File: src/rtl/mac_feeder.sv
`default_nettype none
// ============================================================================
// Module      : mac_feeder
// Description : Transmit-side sequencer for the mac block. Holds a local
//               coefficient store and, per start, pushes taylor_length+1
//               coefficients into the coefficient FIFO followed by
//               taylor_length+1 upstream signal words into the signal FIFO.
//               Optional feature macro: MAC_FEEDER_LAST_CHECK_EN (flags a
//               mismatch between s_last_i and the final signal word on err_o).
// Revision    : 1.0 - initial release
// ============================================================================
module mac_feeder #(
  parameter int DATA_WIDTH = 32,
  parameter int ADDR_LINES = 5
) (
  input  logic                  clk_i,
  input  logic                  rst_i,
  input  logic                  cfg_we_i,
  input  logic [ADDR_LINES-1:0] cfg_addr_i,
  input  logic [DATA_WIDTH-1:0] cfg_data_i,
  input  logic [ADDR_LINES-1:0] taylor_length_i,
  input  logic                  start_i,
  input  logic                  s_valid_i,
  output logic                  s_ready_o,
  input  logic [DATA_WIDTH-1:0] s_data_i,
  input  logic                  s_last_i,
  output logic [DATA_WIDTH-1:0] coeff_o,
  output logic                  wr_en_coeff_o,
  output logic                  last_coeff_o,
  input  logic                  full_coeff_i,
  output logic [DATA_WIDTH-1:0] signal_o,
  output logic                  wr_en_signal_o,
  output logic                  last_signal_o,
  input  logic                  full_signal_i,
  output logic [ADDR_LINES-1:0] taylor_length_o,
  output logic                  busy_o,
  output logic                  done_o,
  output logic                  err_o
);

  localparam int                    c_depth   = 1 << ADDR_LINES;
  localparam logic [ADDR_LINES-1:0] c_idx_one = ADDR_LINES'(1);
  localparam logic [ADDR_LINES-1:0] c_idx_zero = '0;

  typedef enum logic [1:0] {
    ST_IDLE        = 2'd0,
    ST_LOAD_COEFF  = 2'd1,
    ST_LOAD_SIGNAL = 2'd2,
    ST_DONE        = 2'd3
  } state_t;

  state_t                r_state;
  logic [ADDR_LINES-1:0] r_index;
  logic [ADDR_LINES-1:0] r_tl;
  logic                  r_busy;
  logic                  r_done;
  logic [DATA_WIDTH-1:0] r_store [0:c_depth-1];

  logic w_in_coeff;
  logic w_in_signal;
  logic w_idx_last;
  logic w_wr_coeff;
  logic w_wr_signal;
  logic w_cfg_ok;

  // Write strobes are gated by rst_i so an abort stops FIFO writes in the
  // very cycle reset is raised, not one cycle later.
  assign w_in_coeff  = (r_state == ST_LOAD_COEFF)  && !rst_i;
  assign w_in_signal = (r_state == ST_LOAD_SIGNAL) && !rst_i;
  assign w_idx_last  = (r_index == r_tl);
  assign w_wr_coeff  = w_in_coeff && !full_coeff_i;
  assign w_wr_signal = w_in_signal && s_valid_i && !full_signal_i;
  assign w_cfg_ok    = cfg_we_i && ((r_state == ST_IDLE) || (r_state == ST_DONE));

  // Data outputs are zeroed outside their phase so idle/reset outputs read 0.
  assign coeff_o         = w_in_coeff ? r_store[r_index] : '0;
  assign wr_en_coeff_o   = w_wr_coeff;
  assign last_coeff_o    = w_wr_coeff && w_idx_last;
  assign signal_o        = w_in_signal ? s_data_i : '0;
  assign s_ready_o       = w_in_signal && !full_signal_i;
  assign wr_en_signal_o  = w_wr_signal;
  assign last_signal_o   = w_wr_signal && w_idx_last;
  assign taylor_length_o = r_tl;
  assign busy_o          = r_busy;
  assign done_o          = r_done;

`ifdef MAC_FEEDER_LAST_CHECK_EN
  logic r_err;
  assign err_o = r_err;
`else
  logic w_unused_last;
  assign w_unused_last = s_last_i;
  assign err_o         = 1'b0;
`endif

  // Coefficient store: not reset, writable only while no load is in progress
  always_ff @(posedge clk_i) begin
    if (w_cfg_ok) begin
      r_store[cfg_addr_i] <= cfg_data_i;
    end
  end

  // Sequencer: index counts words of the current phase, tl compare ends it
  always_ff @(posedge clk_i) begin
    if (rst_i) begin
      r_state <= ST_IDLE;
      r_index <= c_idx_zero;
      r_tl    <= c_idx_zero;
      r_busy  <= 1'b0;
      r_done  <= 1'b0;
`ifdef MAC_FEEDER_LAST_CHECK_EN
      r_err   <= 1'b0;
`endif
    end else begin
      r_done <= 1'b0;
      case (r_state)
        ST_IDLE: begin
          if (start_i) begin
            r_tl    <= taylor_length_i;
            r_index <= c_idx_zero;
            r_busy  <= 1'b1;
            r_state <= ST_LOAD_COEFF;
`ifdef MAC_FEEDER_LAST_CHECK_EN
            r_err   <= 1'b0;
`endif
          end
        end
        ST_LOAD_COEFF: begin
          if (w_wr_coeff) begin
            if (w_idx_last) begin
              r_index <= c_idx_zero;
              r_state <= ST_LOAD_SIGNAL;
            end else begin
              r_index <= r_index + c_idx_one;
            end
          end
        end
        ST_LOAD_SIGNAL: begin
          if (w_wr_signal) begin
`ifdef MAC_FEEDER_LAST_CHECK_EN
            if (s_last_i != w_idx_last) begin
              r_err <= 1'b1;
            end
`endif
            if (w_idx_last) begin
              r_index <= c_idx_zero;
              r_busy  <= 1'b0;
              r_done  <= 1'b1;
              r_state <= ST_DONE;
            end else begin
              r_index <= r_index + c_idx_one;
            end
          end
        end
        default: begin
          r_state <= ST_IDLE;
        end
      endcase
    end
  end

endmodule
`default_nettype wire

File: config.mk
export PLATFORM = sky130hd
export DESIGN_NAME = mac_feeder
export DESIGN_NICKNAME = d
export VERILOG_FILES = /design/src/rtl/mac_feeder.sv
export SDC_FILE = /design/constraint.sdc
export NUM_CORES = 1
export LEC_CHECK = 0
export BUFFER_PORTS_ARGS = -buffer_cell sky130_fd_sc_hd__buf_2
export CAP_MARGIN = 20
export CORE_ASPECT_RATIO = 1.75
export CORE_MARGIN = 1
export CORE_UTILIZATION = 40
export DETAILED_ROUTE_END_ITERATION = 16
export SLEW_MARGIN = 20
export SYNTH_ARGS = -nofsm -noshare
export SYNTH_HDL_FRONTEND = slang
export SYNTH_SLANG_ARGS = --single-unit
File: constraint.sdc
create_clock -name clk_i -period 3.05 [get_ports clk_i]
set_input_delay 0.61 -clock clk_i [delete_from_list [all_inputs] [get_ports clk_i]]
set_output_delay 0.61 -clock clk_i [all_outputs]
set_load 0.02 [all_outputs]
Word-level counts from Yosys, hierarchy flattened:

Memory sizes are Yosys's and may differ from the RTL's. A register that Yosys moved wholly into a read port is not among the register bits.
Index checks and enable logic that the tools add are counted.

* flip-flop bits (word level): 14
* memory bits (writable): 1024
* input bits: 82
* output and inout bits: 77
* word-level logic and storage cells: 61
* memories kept: 1

Memory list
* r_store: depth 32, bits a word 32, rd ports 1, clocked after memory_dff 1, wr ports 1, line 57 `logic [DATA_WIDTH-1:0] r_store [0:c_depth-1];`

* $add $sub $neg: 1
* equal/unequal tests: 9
* mux-type cells: 22
* bitwise gates (word level): 2
* reductions and logical operators: 21

Operators by type and width (number)
* $mux W32: 2
* $mux W5: 6
* $pmux W5 S3: 1
* $mux W2: 5
* $ne A2 B2 Y1 const B: 5
* $logic_and A1 B1 Y1: 9
* $reduce_and A4 Y1: 2
* $mux W1: 6
* $pmux W2 S3: 1
* $add A5 B1 Y5 const B: 1
* $eq A5 B5 Y1: 1
* $reduce_and A5 Y1: 1
* $eq A2 B2 Y1 const B: 2
* $logic_not A1 Y1: 3
* $reduce_bool A3 Y1: 1
* $reduce_or A3 Y1: 1
* $eq A2 B1 Y1 const B: 1
* $logic_not A2 Y1: 1
* $not A1 Y1: 2
* $pmux W1 S2: 1
* $reduce_and A2 Y1: 1
* $reduce_bool A2 Y1: 1
* $logic_or A1 B1 Y1: 1

Depth between registers and ports, before layout:

Gate-level depths: netlist (run 1).

* depth after elaboration: 8
* mapped depth: 10
* mapped depth without buffers: 7

Least setup slack after synthesis (run 1):

Ideal clock, no wire load.

* path type: reg-to-reg
* start point: reg r_state[0]
* end point: mem r_store[26][0], enable pin
* setup time: 421 ps
* data arrival time: 2885 ps
* data required time: 2629 ps
* slack: -256 ps
* stages on the path, launching flop included: 7
* path buffers: 1
* period minus slack after synthesis: 3306 ps
* path through: dfxtp_1 inv_1 ha_1 nand2b_1 or3b_2 clkbuf_1 nor2_1

* word-level cells in the longest chain between the ends: 5
* elaborated cells on any way between the ends: 6
* classes of those cells: eq/ne (1); mux (2); reduce/logical (3)

Ends and longest elaborated chain
* from (decl): line 52 `state_t r_state;`
* from (signal assigned): line 106 `r_state <= ST_IDLE;`
* from (signal assigned): line 122 `r_state <= ST_LOAD_COEFF;`
* from (signal assigned): line 132 `r_state <= ST_LOAD_SIGNAL;`
* $eq A2 B2 Y1 or $logic_not A2 Y1 (tied branches): line 73 `assign w_cfg_ok = cfg_we_i && ((r_state == ST_IDLE) || (r_state == ST_DONE));`
* $logic_or A1 B1 Y1 (*): line 73
* $logic_and A1 B1 Y1 (*): line 73
* $mux W1 (*): line 98 `if (w_cfg_ok) begin`
* $mux W1 (not written as such) (*): line 99 `r_store[cfg_addr_i] <= cfg_data_i;`
* to (decl): line 57

Every way passes the cells marked *; elsewhere a longest branch is shown, timed or not.

==> impl_results.md, run 1 <==
- Routed vias: 20100
- Slew Viols, Final: 0
- Area of the multi-input gates: 9270 sq um
- CP max stage cell: mux4_2
- Sequential cell area: 31100 sq um
- Final wirelength: 105000 um
- Initial Util: 40.4%
- Net Count, Synth: 1874
- Proportion of power drawn by combinational gates: 10.3%
- Distinct cell type count after synthesis: 45
- Vias in the first global route: 21200
- Clock transition at path regs: 0.07 ns
- Synth Instances: 1787
- Outcome: complete, but fails checks
- Fraction of power spent switching nets: 22.7%
- Fin area: 49200 sq um
- Failing checks: setup timing
- Critical Path, Cell by Cell: buf_12 > buf_16 > buf_12 > mux4_2 > mux4_2 > inv_2 > a221oi_2 > buf_4
- Clock skew: 0.0222 ns
- PnR Total Power: 31.0 mW
- FMAX: 285 MHz
- Fin crit share: 115%
- Fillers: 7952
- RSZ-0062 raised after global routing: yes
- Worst Slack Setup Final: -0.458 ns
- Ratio of cells with drive above 1 in the final layout: 42.2%
- Placed Cells: 3299
- Pre-CTS WS: 0.0262 ns
- Hold buffer count at cts: 0
- YS warnings: 0
- Power Density: 630 nW/um^2
- Root Driver: clkbuf_16
- Final Util: 49.5%
- Power Internal: 24.0 mW
- Delay of the slowest critical-path stage: 0.55 ns
- GRT Resource Usage Total: 20.6%
- Crit path time final: 3.51 ns
- Crit path required time: 2.44 ns
- RD Place Congestion: 0.830
- Cell taking the most area after synthesis: edfxtp_1
- Core Region: 99500 sq um
- Post-synthesis instance area: 40200 sq um
- Syn avg cell area: 22.5 sq um
- Initial DRC count: 1773
- Syn-to-layout area delta: 22.5%
- CP Data Arrival Time: 2.90 ns
- Peak VDD IR: 0.438 mV
- Die H: 421 um
- Grt total ovfl: 0
- Commonest non-fill, non-tap cell in the layout: edfxtp_1
- Max Cap Viol: 0
- CTS buffer count: 88
- Setup CP Type: reg -> out
- Sequential Power Share: 51.6%
- CTS tree: built
- WL per Instance: 29.6 um
- Clock network power share: 38.1%
- CP endpoint kind: primary output
- Commonest cells after routing, fill and taps aside: 1024 x edfxtp_1, 268 x mux4_2, 130 x buf_4
- H-tree depth: 3
- Nets: 2241
- Final HPWL DP: 61400 um
- Seq cells post-synth: 1043
- Number of port buffers: 156
- WHS: 0.177 ns
- Placed Instance Area: 44000 sq um
- Die area: 102000 sq um
- P_sw: 7.05 mW
- Hold crit path type: in -> reg
- Leakage: 15.5 nW
- Post-synth EDFFs: 1024
- Worst-Margin Slew: 0.803 ns
- Max_slew headroom: 46.4%
- Startpoint Class: flop
- Setup_tns: -11.56 ns
- First-pass GRT wire length: 149000 um
- CTS max path bufs: 3
- Largest net degree at the start of global routing: 48
- # DRC: 0
- 1st-pass router iterations: 5
- Worst-Skew Late Latency: 0.70 ns
- Final setup fails: 32
- Ys async rst share: 0%
- Share of the yosys chip area belonging to registers: 77.4%
- CP Max Fanout: 7
- Remaining antenna violation count after routing: 0
- # IOs: 159
- Initial antenna violation count: 5
- Synth top area share: 76.5%
- Synth Flop Type: edfxtp_1
- Finished Layout Cells: 3546
- Final hold violation count: 0
- FP Rows: 153
- Largest cells by area after synthesis: edfxtp_1 76%, mux4_2 15%, mux2i_1 1.1%
- # clock sinks: 1043
- Avg Vias per Cell: 5.67
- Overall die width: 242 um
==> sequential cells by signal, summed over array words and instances, names as in the netlist, named ones only <==
signal           count
r_index              5
r_state              2
taylor_length_o      5
busy_o               1
done_o               1
r_store           1024
==> cell families (layout without fill, tap and decap cells) <==
family	count (synthesis)	count (layout)	synth area share, %
AO/OA/AOI/OAI	129	129	2.28
AND/OR/NAND/NOR	161	161	2.02
adder cells (fa/ha/maj)	5	5	0.156
buffers and inverters	121	559	1.61
XOR/XNOR	5	5	0.109
flip-flops	1043	1043	77.4
multiplexers	322	322	16.4
other	1	5	0.00933
==> cell usage after synthesis (3+ instances only) <==
| master | instances |
|---|---|
| clkbuf_1 | 41 |
| a311oi_1 | 3 |
| o22ai_1 | 20 |
| nand3b_1 | 5 |
| buf_6 | 11 |
| o21ai_0 | 4 |
| a21oi_1 | 23 |
| o21ai_1 | 8 |
| mux2i_1 | 46 |
| mux4_2 | 268 |
| nor2b_1 | 3 |
| inv_1 | 17 |
| nor3b_1 | 4 |
| a22oi_1 | 9 |
| mux2_2 | 8 |
| nand2_1 | 19 |
| a221oi_1 | 12 |
| nand3_1 | 10 |
| o221ai_1 | 32 |
| buf_2 | 25 |
| dfxtp_1 | 19 |
| or3_1 | 3 |
| a211oi_1 | 12 |
| buf_1 | 8 |
| or3b_2 | 4 |
| edfxtp_1 | 1024 |
| nand2b_1 | 4 |
| xor2_1 | 5 |
| ha_1 | 5 |
| and3_1 | 37 |
| nor2_1 | 63 |
| buf_4 | 16 |
==> power by group through the flow <==
stage | combinational (mW) | sequential, mW | clock [mW]
finish | 3.20 | 16.0 | 11.8
detailed placement | 2.74 | 16.3 | 0
global placement | 2.70 | 16.3 | 0
CTS | 3.05 | 16.0 | 12.0
floorplan | 1.57 | 16.3 | 0
global route | 3.40 | 16.0 | 12.4
==> worst paths after layout <==
check | depth (start not counted) | start | to | slack, ns
min | 3 | taylor_length_i[0] | taylor_length_o[0] | 0.18
max | 8 | flop | coeff_o[5] | -0.46
min reg2reg | 2 | taylor_length_o[3] | taylor_length_o[3] | 0.51
max reg2reg | 6 | r_state[1] | r_store[2][29] | 0.26
==> layer usage <==
layer	global-route usage, %	part of all wire, %
met1	23.6	36
met2	38.1	55
met3	3.06	4.7
met4	8.55	4.0
met5	0	0.011
==> area by class of cell <==
| class | count | area share [%] |
|---|---|---|
| timing repair buffer | 380 | 8.32 |
| clock buffer | 107 | 4.76 |
| inverter | 18 | 0.142 |
| sequential | 1043 | 63.2 |
| multi-input combinational | 623 | 18.8 |
| clock inverter | 54 | 1.34 |
| antenna | 4 | 0.0203 |
| tap | 1317 | 3.35 |
==> worst max-delay path: cells and delay by family, from the launching register on <==
kind | cells | cell delay (ns)
flip-flops | 1 | 0.36
multiplexers | 2 | 1.04
AO/OA/AOI/OAI | 1 | 0.06
buffers and inverters | 5 | 0.73
==> repair_timing <==
| action | CTS | global route |
|---|---|---|
| resized for setup | 194 | 47 |
| pin swaps | 21 | 24 |
| buffers inserted | 38 | 35 |
| gates cloned | 20 | 5 |
| hold endpoints to repair | 0 | 0 |
| endpoints found under the setup margin | 33 | 33 |
Power figures use the tool's default switching activity.
==> inputs of run 2 (changes only) <==
Settings changed: SKIP_LAST_GASP set to 1.
==> impl_results.md, run 2 (synthesis gave the netlist of run 1 again) <==
- Clock skew: 0.0236 ns
- Fin crit share: 115%
- Pre-CTS WS: 0.0262 ns
- Worst-Skew Late Latency: 0.70 ns
- Worst r2r src: r_state[1]
- Final Util: 49.4%
- CTS max path bufs: 3
- CP Max Fanout: 7
- Die area: 102000 sq um
- Clock transition at path regs: 0.07 ns
- Slew Viols, Final: 0
- Final HPWL DP: 61400 um
- Routed vias: 20200
- # DRC: 0
- RSZ-0062 raised after global routing: yes
- Root Driver: clkbuf_16
- Biggest register: r_store
- RD Place Congestion: 0.830
- Number of port buffers: 156
- First-pass GRT wire length: 149000 um
- Ratio of cells with drive above 1 in the final layout: 42.2%
- Grt total ovfl: 0
- Final hold violation count: 0
- Initial antenna violation count: 5
- FP Rows: 153
- CP endpoint kind: primary output
- CP Data Arrival Time: 2.90 ns
- Commonest non-fill, non-tap cell in the layout: edfxtp_1
- Vias in the first global route: 21200
- Failing checks: setup timing
- Die H: 421 um
- Avg Vias per Cell: 5.68
- WL per Instance: 29.6 um
- Max reg flops: 1024
- Initial DRC count: 1899
- PnR Total Power: 31.0 mW
- Final setup fails: 32
- CTS tree: built
- Syn-to-layout area delta: 22.4%
- Worst-Margin Slew: 0.803 ns
- Crit path required time: 2.44 ns
- Nets: 2245
- H-tree depth: 3
- Worst Slack Setup Final: -0.459 ns
- # clock sinks: 1043
- Largest net degree at the start of global routing: 48
- Final wirelength: 105000 um
- Hold crit path type: in -> reg
- Fillers: 7952
- Max_slew headroom: 46.4%
- Crit path time final: 3.51 ns
- Startpoint Class: flop
- Initial Util: 40.4%
- CTS buffer count: 88
- Leakage: 15.5 nW
- GRT Resource Usage Total: 20.6%
- Overall die width: 242 um
- Remaining antenna violation count after routing: 0
- Commonest cells after routing, fill and taps aside: 1024 x edfxtp_1, 268 x mux4_2, 140 x buf_4
- # IOs: 159
- 1st-pass router iterations: 5
- Setup_tns: -11.81 ns
- Setup CP Type: reg -> out
- Core Region: 99500 sq um
- Outcome: complete, but fails checks
- Peak VDD IR: 0.436 mV
- Max Cap Viol: 0
- Min-delay src: taylor_length_i[0]
- Power Density: 630 nW/um^2
- FMAX: 285 MHz
-- run 2: layer usage --
| metal | wire length (um) | GRT usage (%) | part of all wire, % |
|---|---|---|---|
| met1 | 37600 | 23.5 | 36 |
| met2 | 57900 | 38.2 | 55 |
| met3 | 5410 | 3.04 | 5.1 |
| met4 | 4150 | 8.45 | 3.9 |
| met5 | 12 | 0 | 0.011 |
-- run 2: report_power, final --
part	switching (mW)	internal [mW]
clock	5.15	6.64
sequential	0.0785	15.9
combinational	1.81	1.39
total	7.04	23.9
-- run 2: area by class of cell --
type | instances | area, sq um | area share (%)
clock buffers | 107 | 2350 | 4.77
flip-flops and latches | 1043 | 31100 | 63.3
diodes | 4 | 10.0 | 0.0203
inverters | 18 | 70.1 | 0.142
clock inverters | 54 | 661 | 1.34
multi-input cells | 623 | 9240 | 18.8
repair buffers | 384 | 4090 | 8.30
well taps | 1317 | 1650 | 3.35
-- run 2: what timing repair did --
item                       in CTS  in global routing
hold buffers                    0                  0
pin swaps                      18                 22
setup endpoints to repair      33                 33
resized for setup             169                 53
cloned                         20                  5
setup buffers                  38                 39
-- run 2: critical path, cell delays in order (launching register included) --
cell      delay [ns]
dfxtp_4         0.36
buf_12          0.17
buf_16          0.16
buf_12          0.13
mux4_2          0.49
mux4_2          0.55
inv_2           0.09
a221oi_2        0.06
buf_4           0.18
-- run 2: stage by stage --
stage / cell area (sq um) / hold WS, ns / cells
global route: 49200 / 0.169 / 3550
detailed placement: 44000 / 0.493 / 3299
CTS: 48600 / 0.133 / 3510
floorplan: 40200 / 0.490 / 1787
finish: 49200 / 0.179 / 3550
global placement: 44000 / 0.477 / 3299
-- run 2: path summary, 6_finish.rpt --
kind | to | slack, ns | depth (start not counted)
min | taylor_length_o[0] | 0.18 | 3
min reg2reg | taylor_length_o[3] | 0.51 | 2
max | coeff_o[5] | -0.46 | 8
max reg2reg | r_store[2][29] | 0.28 | 6
==> inputs of run 3 (changes only) <==
Settings changed: ABC_AREA set to 1.
==> impl_results.md, run 3 <==
- # clock sinks: 1043
- CTS max path bufs: 3
- Synth Flop Type: edfxtp_1
- CP max stage cell: dfxtp_4
- Critical Path, Cell by Cell: buf_12 > buf_12 > clkinv_16 > buf_16 > clkbuf_16 > nand2_2 > nand3_2 > nand3_1 > nand2_1 > nand2_1 > nand3_1 > nand2_1 > nor2_1 > buf_4
- Cell mode on critical path: nand2_1
- Syn avg cell area: 11.5 sq um
- Final HPWL DP: 66900 um
- First-pass GRT wire length: 181000 um
- Power Density: 840 nW/um^2
- Fin crit share: 104%
- CTS buffer count: 88
- Post-synthesis instance area: 43000 sq um
- Worst-Margin Slew: 0.679 ns
- CP endpoint kind: primary output
- Ratio of cells with drive above 1 in the final layout: 16.3%
- Crit path time final: 3.18 ns
- Crit path required time: 2.44 ns
- Max Used Layer: met4
- Commonest cells after routing, fill and taps aside: 1255 x nand2_1, 1024 x edfxtp_1, 677 x nand3_1
- Capture point of the worst reg-to-reg path: r_store[1][23]
- Avg Vias per Cell: 5.41
- Biggest register: r_store
- Distinct cell type count after synthesis: 25
- Commonest cells in the netlist: 1283 x nand2_1, 1024 x edfxtp_1, 701 x nand3_1, 300 x nor2_1, 93 x buf_2
- Vias in the first global route: 27700
- FP Rows: 158
- Largest cells by area after synthesis: edfxtp_1 72%, nand2_1 11%, nand3_1 8.2%
- Cell taking the most area after synthesis: edfxtp_1
- H-tree depth: 3
- Clock skew: 0.0196 ns
- RD Place Congestion: 0.802
- # DRC: 0
- Placed Cells: 5201
- Initial Util: 40.5%
- Net Count, Synth: 3836
- Root Driver: clkbuf_16
- DR WL met2: 66200 um
- Failing checks: setup timing
- Worst Slack Setup Final: -0.131 ns
- CP Max Fanout: 8
- Max Cap Viol: 0
- Startpoint Class: flop
- Die H: 436 um
- GRT Resource Usage Total: 22.8%
- Routed vias: 29400
- Final wirelength: 128000 um
- Core Region: 106000 sq um
- Outcome: complete, but fails checks
- Peak VDD IR: 0.665 mV
- Setup CP Type: reg -> out
- Share of the yosys chip area belonging to registers: 72.5%
- Hold Crit Depth: 3
- Remaining antenna violation count after routing: 0
- Seq cells post-synth: 1043
- YS warnings: 0
- Post-synth EDFFs: 1024
- WL per Instance: 23.5 um
- Most common cell in the synthesized netlist: nand2_1
- Final hold violation count: 0
- 1st-pass router iterations: 5
- RSZ-0062 raised after global routing: yes
- Pre-CTS WS: 0.161 ns
- Max reg flops: 1024
- Leakage: 18.9 nW
- Commonest non-fill, non-tap cell in the layout: nand2_1
- Hold endpoint: taylor_length_o[0]
- Synth top area share: 71.6%
- Finished Layout Cells: 5438
- Met1 wire length: 48700 um
- Max_slew headroom: 54.7%
- CP Data Arrival Time: 2.57 ns
- Largest net degree at the start of global routing: 74
- Ys async rst share: 0%
- # IOs: 159
- Worst-Skew Late Latency: 0.68 ns
- Initial DRC count: 2527
- Nets: 4093
- Worst r2r path cells: 7
- Hold buffer count at cts: 0
- Clock transition at path regs: 0.07 ns
- R2r setup slk: 0.39 ns
- Die area: 109000 sq um
- Synth Instances: 3749
- Delay of the slowest critical-path stage: 0.37 ns
- Initial antenna violation count: 9
- Number of port buffers: 156
- FMAX: 314 MHz
- CTS tree: built
- Detail Route met3 WL: 7220 um
- Overall die width: 250 um
- Slew Viols, Final: 0
- Hold crit path type: in -> reg
- Final setup fails: 32
- Syn-to-layout area delta: 19.4%
- Min-delay src: taylor_length_i[0]
- Grt total ovfl: 0
- Worst r2r src: r_state[0]
## run 3: cell types whose count changed after synthesis, moves of 37 or more
cell	previous run	this run
inv_1	17	68
nand3_1	10	701
mux2i_1	46	0
nor2_1	63	300
nand2_1	19	1283
o21ai_0	4	62
and3_1	37	0
buf_2	25	93
mux4_2	268	0
## run 3: area by class of cell
| class | count | area, sq um |
|---|---|---|
| fillers | 9150 | 54800 |
| flip-flops and latches | 1043 | 31100 |
| multi-input cells | 2409 | 10800 |
| repair buffers | 383 | 4330 |
| clock buffers | 105 | 2370 |
| well taps | 1360 | 1700 |
| clock inverters | 53 | 472 |
| inverters | 70 | 304 |
| repair inverters | 11 | 175 |
| diodes | 4 | 10.0 |
## run 3: worst max-delay path, delay by kind of cell, from the launching register on
kind,cells,cell delay (ns)
and+or+nand+nor,8,0.59
DFF,1,0.37
buffers and inverters,6,0.91
## run 3: through the flow
stage                     total power, mW  setup TNS, ns  instance area, sq um  hold slack (ns)  util, %
after global routing                 45.0          -5.18                 51300            0.217     48.3
final                                43.1          -1.81                 51300            0.187     48.3
after CTS                            42.1          -3.42                 50400            0.146     47.5
after detailed placement             28.5              0                 46200            0.439     43.5
after floorplan                      25.0              0                 43000            0.522        -
after global placement               28.4              0                 46200            0.434     43.5
## run 3: report_power, final
group	total, mW	internal (mW)	switching (mW)
logic	15.7	5.93	9.74
clock network	11.3	6.23	5.10
registers	16.1	16.0	0.140
## run 3: metal layers
layer / vias up / GRT usage [%]
met4: 0 / 9.83
met5: - / 0
met3: 279 / 3.05
li1: 13500 / -
met2: 1102 / 40.9
met1: 14600 / 27.1
## run 3: logic make-up (layout without fill, tap and decap cells)
kind of cell	Yosys count	after routing	synth area share, %
buf+inv	297	622	3.96
xor+xnor	2	2	0.0408
simple gates	2289	2289	22.1
compound gates	112	112	1.32
other cells	1	5	0.00873
fa+ha+maj	5	5	0.146
flops	1043	1043	72.5
## run 3: worst max path at each step
| stage | from | end | slack (ns) | depth (start not counted) |
|---|---|---|---|---|
| 5_1_grt | flop | coeff_o[11] | -0.23 | 14 |
| 3_5_place_dp | flop | coeff_o[15] | 0.16 | 11 |
| 6_report | flop | coeff_o[11] | -0.13 | 14 |
| 2_1_floorplan | r_state[0] | r_store[0][0] | 0.08 | 5 |
| 3_3_place_gp | flop | coeff_o[15] | 0.16 | 11 |
| 4_1_cts | flop | coeff_o[21] | -0.16 | 13 |
## run 3: timing repair
action                                  4_1_cts  5_1_grt
endpoints found under the hold margin         0        0
endpoints found under the setup margin       32       34
buffers inserted                             22       14
pin swaps                                    19       66
gates resized for setup                     158      126
cloned                                       28       15
